<file path="config.mk">
export PLATFORM = sky130hd
export DESIGN_NAME = sw_arb
export DESIGN_NICKNAME = d
export VERILOG_FILES = /design/src/rtl/sw_pkg.sv /design/src/rtl/sw_arb_rr_pick.sv /design/src/rtl/sw_arb.sv
export SDC_FILE = /design/constraint.sdc
export NUM_CORES = 1
export LEC_CHECK = 0
export CORE_MARGIN = 2
export CORE_UTILIZATION = 45
export DETAILED_ROUTE_END_ITERATION = 8
export PLACE_DENSITY = 0.71
export SLEW_MARGIN = 20
export SYNTH_ARGS = -nofsm -noshare
export SYNTH_HDL_FRONTEND = slang
export SYNTH_SLANG_ARGS = --single-unit
</file>
<file path="constraint.sdc">
create_clock -name clk -period 6.7 [get_ports clk]
set_clock_uncertainty 0.2 [all_clocks]
set_input_delay 1.005 -clock clk [delete_from_list [all_inputs] [get_ports clk]]
set_output_delay 1.005 -clock clk [all_outputs]
set_load 0.005 [all_outputs]
</file>
<file path="src/rtl/sw_pkg.sv">
// sw_pkg: shared switch constants, flit flow codes and arbiter state encoding
package sw_pkg;
    localparam int NPORT = 4;
    localparam int IDXW  = 2;
    localparam int FLOW_LSB = 32;
    localparam int FLOW_MSB = 33;
    localparam logic [1:0] HEAD = 2'b01;
    localparam logic [1:0] BODY = 2'b10;
    localparam logic [1:0] TAIL = 2'b11;
    typedef enum logic {IDLE, BUSY} state_t;
endpackage

</file>
<file path="src/rtl/sw_arb_rr_pick.sv">
// rr_pick: rotating priority encoder, first set request at or after ptr
module rr_pick
    import sw_pkg::*;
(
    input  logic [NPORT-1:0] req,
    input  logic [IDXW-1:0]  ptr,
    output logic             any,
    output logic [IDXW-1:0]  idx
);
    logic [2*NPORT-1:0] dbl;
    logic [IDXW-1:0]    off;
    logic [IDXW:0]      sum;
    assign any = |req;
    // rotate so ptr lands on bit 0, take the lowest set bit, then rotate back
    always_comb begin
        dbl = {req, req} >> ptr;
        off = '0;
        for (int i = NPORT - 1; i >= 0; i--)
            if (dbl[i]) off = IDXW'(i);
        sum = {1'b0, ptr} + {1'b0, off};
        idx = (sum >= (IDXW+1)'(NPORT)) ? IDXW'(sum - (IDXW+1)'(NPORT)) : sum[IDXW-1:0];
    end
endmodule

</file>
<file path="src/rtl/sw_arb.sv">
// sw_arb: per-output round-robin packet arbiter with idle-timeout release
module sw_arb
    import sw_pkg::*;
#(
    parameter int TMOW = 4,
    parameter int TMO  = 15
) (
    input  logic             clk,
    input  logic             rst,
    input  logic [NPORT-1:0] req,
    input  logic [NPORT-1:0] flit,
    input  logic [NPORT-1:0] tail,
    output logic [NPORT-1:0] grant,
    output logic [IDXW-1:0]  sel,
    output logic             busy,
    output logic             tmo_err
);
    localparam logic [TMOW-1:0] CMAX = TMOW'(TMO - 1);
    state_t           state, state_n;
    logic [IDXW-1:0]  ptr, ptr_n, sel_n, pick;
    logic [TMOW-1:0]  cnt, cnt_n;
    logic [NPORT-1:0] grant_n;
    logic             busy_n, tmo_n, any;
    logic             rel_tail, rel_wd, rel_tmo;

    rr_pick u_pick (.req(req), .ptr(ptr), .any(any), .idx(pick));

    assign rel_tail = flit[sel] & tail[sel];
    assign rel_wd   = ~req[sel];
    assign rel_tmo  = (cnt == CMAX) & ~flit[sel];

    // state, pointer, idle counter and all outputs are registered
    always_ff @(posedge clk or negedge rst) begin
        if (!rst) begin
            state   <= IDLE;
            ptr     <= '0;
            cnt     <= '0;
            grant   <= '0;
            sel     <= '0;
            busy    <= 1'b0;
            tmo_err <= 1'b0;
        end else begin
            state   <= state_n;
            ptr     <= ptr_n;
            cnt     <= cnt_n;
            grant   <= grant_n;
            sel     <= sel_n;
            busy    <= busy_n;
            tmo_err <= tmo_n;
        end
    end

    // arbitrate when idle; while owned, release on tail, withdrawal or timeout
    always_comb begin
        state_n = state;
        ptr_n   = ptr;
        cnt_n   = cnt;
        grant_n = grant;
        sel_n   = sel;
        busy_n  = busy;
        tmo_n   = 1'b0;
        if (state == IDLE) begin
            if (any) begin
                state_n = BUSY;
                grant_n = NPORT'(1) << pick;
                sel_n   = pick;
                busy_n  = 1'b1;
                cnt_n   = '0;
                ptr_n   = (32'(pick) == NPORT - 1) ? '0 : pick + 1'b1;
            end
        end else if (rel_tail || rel_wd || rel_tmo) begin
            state_n = IDLE;
            grant_n = '0;
            busy_n  = 1'b0;
            cnt_n   = '0;
            tmo_n   = ~rel_tail & ~rel_wd;
        end else begin
            cnt_n = flit[sel] ? '0 : (cnt == CMAX) ? cnt : cnt + 1'b1;
        end
    end
endmodule
</file>
==> impl_metrics.json, run 1 <==
{
  "drt_pass1_iterations": 4,
  "floorplan.core_area_um2": 2000,
  "slowest_stage": "clkdlybuf4s50_1",
  "ir_drop_mv": 0.183,
  "hp-class": "flop to flop",
  "insertion_delay_ns": 0.28,
  "drt_iter0_drc": 14,
  "hpwlAfterDp_mm": 1.50,
  "period_minus_slack_ns": 3.24,
  "postLayoutCellArea_um2": 1200,
  "cpLargestDelayFamily": "buffers and inverters",
  "area_growth_pct": 23.8,
  "drt_wl_total_mm": 1.98,
  "worstPathRequired_ns": 6.67,
  "cts_tree": "built",
  "nets": 135,
  "vias": 767,
  "antenna_left": 0,
  "grt_pass1_vias": 759,
  "avgRoutedWirePerCell_um": 14.0,
  "die_h_um": 50.5,
  "ys_async_sr_fraction_pct": 100,
  "p_per_area_nw_per_um2": 380,
  "syn_avg_cell_area_um2": 10.3,
  "crit_path_max_incr_delay_ns": 0.66,
  "drive_gt1_share_pct": 13.9,
  "wl_met3_um": 65,
  "synthesis.area_um2": 971,
  "ys.flop_type": "dfrtp_1",
  "worstPathCellList": "clkdlybuf4s50_1 > nand2_1 > a21oi_1 > o22ai_1 > o21a_1 > ha_1 > xnor2_1 > xnor2_2 > ha_1 > nand2_1 > nand2_1",
  "grt_pass1_wl_mm": 3.28,
  "numCtsBuffers": 3,
  "hold_buffers": 0,
  "rsz0062_at_grt": "no",
  "diodes": 0,
  "synth_edf_count": 0,
  "htreeDepth": 1,
  "io_pins": 22,
  "yosysWarnings": 0,
  "crit_type": "input port to flop",
  "ys_ff_latch": 15,
  "drv_slew": 0,
  "timing.final.crit_share_pct": 48.4,
  "viasPerCell": 5.40,
  "die_w_um": 50.5,
  "critPathCaptureType": "flop",
  "setup.worst_path.start_class": "input port",
  "status": "finished, final reports clean",
  "cpMostUsedCell": "nand2_1",
  "crit_buf_inv": 1,
  "hold_violations": 0,
  "seq_area_frac_synth_pct": 38.7,
  "cts.clk_slew.worst_paths_ns": 0.08,
  "power_leakage_nw": 0.511,
  "crit_fanout": 9,
  "netlist_instances": 94,
  "worst_slew_pin_slew_ns": 0.665,
  "tns_ns": 0,
  "post_cts_buffers": 0,
  "grt.overflow.total": 0,
  "clock_path_buffers": 2,
  "dpl_cell_area_um2": 1180,
  "gp_congestion": 0.716,
  "cts_sinks": 15,
  "top_layer": "met4",
  "finalSetupViolCount": 0,
  "antenna_found_initial": 0,
  "die_area_um2": 2550,
  "m1WireLength_um": 946,
  "synth_cell_types": 38,
  "synth_fp_nets": 113,
  "drcViolationCount": 0,
  "maxCapViolations": 0,
  "track_usage_pct": 16.8,
  "fin_util_pct": 60.1,
  "max_freq_mhz": 308,
  "slew_headroom_pct": 55.5,
  "start_util_pct": 48.5,
  "cts_resized": 0,
  "rows": 16,
  "grt_max_degree": 16,
  "arrival_ns": 3.21,
  "dr_wl_met2_um": 958,
  "portBuffers": 21,
  "root_buffer": "clkbuf_4"
}
==> synth_stat cells (all sizes together), types with 3 or more instances <==
cell type	number	area share, %
o211ai	3	2.3
ha	5	6.4
dfrtp	15	39
nor2	7	2.7
nand2	19	7.3
a21oi	3	1.5
mux4	3	7.3
o21ai	4	2.1
buf	4	4.0
==> area by class of cell <==
cell class	count	area, µm²
Clock buffer	4	26.3
Sequential cell	15	375
Tap cell	27	33.8
Multi-Input combinational cell	73	549
Timing Repair Buffer	21	210
Fill cell	174	800
Inverter	2	7.51
==> cell families after synthesis <==
family	after synthesis	share of synthesized area (%)
flip-flops	15	38.7
AO/OA/AOI/OAI	20	15.9
AND/OR/NAND/NOR	41	22.0
XOR/XNOR	2	2.58
buffers and inverters	6	4.77
multiplexers	5	9.66
adder cells (fa/ha/maj)	5	6.44
==> tightest hold or removal path: stages, from the launching register on <==
cell,delay [ns]
dfrtp_1,0.38
nand2_1,0.06
o21ai_1,0.05
==> path summary, 6_finish.rpt <==
path / start / endpoint / slack (ns) / cells after the start
hold reg to reg: grant[3]$_DFFE_PN0P_ / grant[3]$_DFFE_PN0P_ / 0.33 / 2
setup / recovery: req[2] / ptr[1]$_DFFE_PN0P_ / 3.46 / 11
min in group asynchronous: rst / cnt[1]$_DFFE_PN0P_ / 0.92 / 1
hold / removal: grant[3]$_DFFE_PN0P_ / grant[3]$_DFFE_PN0P_ / 0.33 / 2
setup reg to reg: ptr[1]$_DFFE_PN0P_ / ptr[1]$_DFFE_PN0P_ / 4.34 / 10
max in group asynchronous: rst / busy$_DFFE_PN0P_ / 4.95 / 1
==> routing by layer <==
layer  vias to the layer above  track usage, %
met5                         -               0
met4                         0            5.86
met3                         2            2.08
met2                        16            27.4
met1                       371            23.1
li1                        378               -
==> layout by cell type (no fill, tap or decap), types with 3 or more instances in the layout <==
| master | count |
|---|---|
| clkdlybuf4s50_1 | 21 |
| o21ai_0 | 3 |
| nor2_1 | 7 |
| clkbuf_4 | 3 |
| ha_1 | 5 |
| a21oi_1 | 3 |
| dfrtp_1 | 15 |
| o211ai_1 | 3 |
| nand2_1 | 19 |
==> state kept, by name (all words and copies together), names as in the netlist <==
name	flops
state	1
grant	4
cnt	4
sel	2
ptr	2
busy	1
tmo_err	1
==> report_power, final <==
part	switching, W	leakage (nW)	internal (W)
combinational	0.000116	0.301	0.000131
clock	0.0000285	0.0150	0.0000231
sequential	0.0000372	0.195	0.000121
==> metrics by stage <==
stage | hold WS (ns) | total power, W | setup slack [ns] | instances
CTS | 0.332 | 0.000459 | 3.45 | 142
global placement | 0.303 | 0.000401 | 3.22 | 138
global route | 0.346 | 0.000498 | 3.26 | 142
detailed placement | 0.302 | 0.000406 | 3.13 | 138
floorplan | 0.291 | 0.000345 | 3.91 | 94
finish | 0.327 | 0.000457 | 3.46 | 142
(Power assumes the default switching activity.)
==> run 2, diff against run 1 <==
Clock period 6.7 ns to 3.3 ns, I/O delays scaled along.
==> impl_metrics.json, run 2 (same netlist as run 1, synthesis figures left out) <==
{
  "cpMostUsedCell": "ha_1",
  "critPathCaptureType": "flop",
  "drt_pass1_iterations": 4,
  "cts_resized": 0,
  "hold_buffers": 0,
  "drcViolationCount": 0,
  "setup.worst_path.start_class": "input port",
  "crit_path_max_incr_delay_ns": 0.66,
  "cts.clk_slew.worst_paths_ns": 0.09,
  "worstPathCellList": "clkdlybuf4s50_1 > nand2_1 > a21oi_1 > o22ai_1 > o21a_1 > ha_1 > xnor2_1 > xnor2_2 > ha_1 > o31ai_1",
  "numCtsBuffers": 3,
  "drive_gt1_share_pct": 13.9,
  "gp_congestion": 0.716,
  "slowest_stage": "clkdlybuf4s50_1",
  "insertion_delay_ns": 0.28,
  "portBuffers": 21,
  "drt_iter0_drc": 13,
  "io_pins": 22,
  "root_buffer": "clkbuf_4",
  "status": "finished, final reports clean",
  "worst_r2r_endpoint": "ptr[0]$_DFFE_PN0P_",
  "rows": 16,
  "maxCapViolations": 0,
  "final_common_cell": "clkdlybuf4s50_1",
  "timing.rr.start": "ptr[1]$_DFFE_PN0P_",
  "timing.final.crit_share_pct": 82.3,
  "crit_fanout": 9,
  "max_freq_mhz": 368,
  "post_cts_buffers": 0,
  "floorplan.core_area_um2": 2000,
  "die_h_um": 50.5,
  "power_leakage_nw": 0.511,
  "grt.overflow.total": 0,
  "whs_path_depth": 2,
  "ir_drop_mv": 0.453,
  "rrSetupSlack_ns": 0.96,
  "clock_path_buffers": 2,
  "worstPathRequired_ns": 3.29,
  "drt_wl_total_mm": 1.97,
  "reg.largest.list": "cnt: 4 flops, grant: 4 flops",
  "worstHoldStart": "grant[3]$_DFFE_PN0P_",
  "die_area_um2": 2550,
  "crit_type": "input port to flop",
  "hold_violations": 0,
  "drv_slew": 0,
  "antenna_found_initial": 0,
  "vias": 777,
  "viasPerCell": 5.47,
  "dpl_cell_area_um2": 1180,
  "grt_pass1_vias": 755,
  "arrival_ns": 2.71,
  "slew_headroom_pct": 55.7,
  "start_util_pct": 48.5,
  "avgRoutedWirePerCell_um": 13.9,
  "cts_sinks": 15,
  "worst_slew_pin_slew_ns": 0.663,
  "area_growth_pct": 23.8,
  "postLayoutCellArea_um2": 1200,
  "min_to": "grant[3]$_DFFE_PN0P_",
  "reg2regPathDepth": 9,
  "p_per_area_nw_per_um2": 770,
  "hpwlAfterDp_mm": 1.50,
  "rsz0062_at_grt": "no",
  "antenna_left": 0,
  "diodes": 0,
  "htreeDepth": 1,
  "grt_max_degree": 16,
  "die_w_um": 50.5,
  "whs_ns": 0.332,
  "cts_tree": "built",
  "layout_common_cells": "21 x clkdlybuf4s50_1, 19 x nand2_1, 15 x dfrtp_1",
  "tns_ns": 0,
  "nets": 135,
  "hp-class": "flop to flop",
  "grt_pass1_wl_mm": 3.24,
  "finalSetupViolCount": 0,
  "period_minus_slack_ns": 2.72,
  "track_usage_pct": 17.0
}
run 2: cell counts in the layout (fill, tap and decap cells not counted):
No cell type changed its count.
run 2: final cells by class:
class / count / area, µm²
clock buffer: 4 / 26.3
inverter: 2 / 7.51
multi-input combinational: 73 / 549
fill: 171 / 800
tap: 27 / 33.8
sequential: 15 / 375
timing repair buffer: 21 / 210
run 2: how the worst max path moves through the flow:
stage,startpoint,depth (start not counted),endpoint,slack [ns]
2_1_floorplan,req[2],11,ptr[1]$_DFFE_PN0P_,1.02
3_3_place_gp,req[2],11,ptr[1]$_DFFE_PN0P_,0.33
3_5_place_dp,req[2],10,ptr[0]$_DFFE_PN0P_,0.25
4_1_cts,req[2],10,ptr[0]$_DFFE_PN0P_,0.55
5_1_grt,req[2],10,ptr[0]$_DFFE_PN0P_,0.34
6_report,req[2],10,ptr[0]$_DFFE_PN0P_,0.58
run 2: per-stage QoR:
step / power [W] / setup WS (ns) / cells / utilization [%]
2_1_floorplan: 0.000700 / 1.02 / 94 / -
3_3_place_gp: 0.000814 / 0.333 / 138 / 58.8
3_5_place_dp: 0.000822 / 0.247 / 138 / 58.8
4_1_cts: 0.000931 / 0.554 / 142 / 60.1
5_1_grt: 0.00101 / 0.339 / 142 / 60.1
6_report: 0.000926 / 0.584 / 142 / 60.1
run 2: per-layer routing:
layer / part of all wire [%] / up-vias / GRT usage (%)
met3: 3.0 / 4 / 1.79
met2: 48 / 18 / 28.3
met4: 2.2 / 0 / 8.56
li1: - / 379 / -
met1: 47 / 376 / 21.9
met5: 0 / - / 0
run 2: critical path, delay by kind of cell:
kind / cells / cell delay [ns]
xor+xnor: 2 / 0.37
compound gates: 4 / 0.68
fa+ha+maj: 2 / 0.41
simple gates: 1 / 0.08
buf+inv: 1 / 0.66
run 2: power by group:
group | leakage, nW | switching (W) | internal (W) | total [W]
Clock | 0.0150 | 0.0000589 | 0.0000469 | 0.000106
Sequential | 0.195 | 0.0000773 | 0.000245 | 0.000322
Combinational | 0.301 | 0.000234 | 0.000264 | 0.000498
==> run 3, diff against run 2 <==
Clock period 3.3 ns to 2.6 ns, I/O delays scaled along.
==> impl_metrics.json, run 3 (same netlist as run 1, synthesis figures left out) <==
{
  "status": "finished, final reports clean",
  "crit_buf_inv": 1,
  "timing.rr.start": "ptr[1]$_DFFE_PN0P_",
  "tns_ns": 0,
  "nets": 145,
  "final_common_cell": "clkdlybuf4s50_1",
  "worst_r2r_endpoint": "ptr[0]$_DFFE_PN0P_",
  "slew_headroom_pct": 55.8,
  "numCtsBuffers": 3,
  "crit_fanout": 5,
  "grt_pass1_wl_mm": 3.46,
  "drt_wl_total_mm": 2.02,
  "period_minus_slack_ns": 2.48,
  "ir_drop_mv": 0.652,
  "clock_path_buffers": 2,
  "crit_path_max_incr_delay_ns": 0.53,
  "hold_violations": 0,
  "drt_pass1_iterations": 4,
  "hpwlAfterDp_mm": 1.52,
  "grt_pass1_vias": 809,
  "root_buffer": "clkbuf_4",
  "cts.clk_slew.worst_paths_ns": 0.10,
  "drcViolationCount": 0,
  "cts_sinks": 15,
  "place_inst": 148,
  "crit_type": "input port to flop",
  "worst_slew_pin_slew_ns": 0.661,
  "avgRoutedWirePerCell_um": 13.3,
  "die_area_um2": 2550,
  "gp_congestion": 0.749,
  "reg.largest.list": "cnt: 4 flops, grant: 4 flops",
  "fill_cells": 159,
  "diodes": 0,
  "setup.worst_path.start_class": "input port",
  "arrival_ns": 2.48,
  "portBuffers": 21,
  "maxCapViolations": 0,
  "die_w_um": 50.5,
  "layout_common_cells": "20 x clkdlybuf4s50_1, 19 x nand2_1, 15 x dfrtp_1",
  "worstPathRequired_ns": 2.60,
  "drv_slew": 0,
  "post_cts_buffers": 0,
  "p_per_area_nw_per_um2": 970,
  "drt_iter0_drc": 16,
  "total_power_w": 0.00125,
  "track_usage_pct": 17.5,
  "hp-class": "input port to asynchronous set/reset pin",
  "cpLargestDelayFamily": "compound AO/OA/AOI/OAI gates",
  "start_util_pct": 48.5,
  "grt.overflow.total": 0,
  "die_h_um": 50.5,
  "htreeDepth": 1,
  "area_growth_pct": 33.2,
  "reg2regPathDepth": 9,
  "slowest_stage": "clkdlybuf4s50_1",
  "viasPerCell": 5.21,
  "antenna_found_initial": 0,
  "power_leakage_nw": 0.576,
  "antenna_left": 0,
  "timing.final.crit_share_pct": 95.4,
  "io_pins": 22,
  "worstPathCellList": "clkdlybuf4s50_1 > nand2_1 > a2bb2oi_1 > o211ai_1 > o21a_1 > ha_1 > xnor2_2 > xnor2_2 > ha_1 > o31ai_2",
  "grt_max_degree": 16,
  "rows": 16,
  "rrSetupSlack_ns": 0.20,
  "vias": 792,
  "fin_cells": 152,
  "max_freq_mhz": 403,
  "drive_gt1_share_pct": 23.2,
  "finalSetupViolCount": 0,
  "insertion_delay_ns": 0.29,
  "critPathCaptureType": "flop",
  "cts_tree": "built",
  "floorplan.core_area_um2": 2000
}
## run 3: worst register-to-register path, delay by kind of cell, from the launching register on
kind                       cells  cell delay (ns)
AOI/OAI and AO/OA              4             0.69
xor gates and xnor gates       2             0.31
adders and majority gates      2             0.44
DFF                            1             0.53
and+or+nand+nor                1             0.13
## run 3: worst max path at each step
stage / slack [ns] / cells past startpoint / start / end
5_1_grt: -0.01 / 10 / req[3] / ptr[0]$_DFFE_PN0P_
2_1_floorplan: 0.43 / 11 / req[2] / ptr[1]$_DFFE_PN0P_
3_3_place_gp: -0.07 / 10 / req[2] / ptr[0]$_DFFE_PN0P_
3_5_place_dp: -0.18 / 10 / req[2] / ptr[0]$_DFFE_PN0P_
6_report: 0.12 / 10 / req[3] / ptr[0]$_DFFE_PN0P_
4_1_cts: 0.10 / 10 / req[2] / ptr[0]$_DFFE_PN0P_
## run 3: what timing repair did
action / 4_1_cts / 5_1_grt
setup endpoints to repair: 0 / 3
hold buffers: 0 / 0
resized for setup: 0 / 3
## run 3: routing by layer
layer  track usage, %  vias up  routed length (µm)
met5                0        -                   0
met4             6.76        0                  16
met3             1.79        2                  68
met2             27.4       23                 954
met1             25.0      369                 983
li1                 -      398                   -
## run 3: stage by stage
step | cell area [µm²] | setup slack, ns | hold slack (ns) | util [%]
floorplan | 971 | 0.426 | -0.106 | -
global placement | 1250 | -0.0713 | 0.297 | 62.5
detailed placement | 1250 | -0.176 | 0.293 | 62.5
CTS | 1280 | 0.105 | 0.322 | 63.9
global route | 1290 | -0.0142 | 0.350 | 64.6
finish | 1290 | 0.121 | 0.300 | 64.6
## run 3: cell type report
class	count	area, µm²	area share (%)
Inverter	2	7.51	0.580
Sequential cell	15	375	29.0
Multi-Input combinational cell	73	562	43.4
Clock buffer	3	22.5	1.74
Tap cell	27	33.8	2.61
Timing Repair Buffer	31	288	22.2
Clock inverter	1	5.00	0.387
## run 3: where the power goes
group	internal, W	switching (W)
Combinational	0.000392	0.000319
Sequential	0.000311	0.0000982
Clock	0.0000571	0.0000778
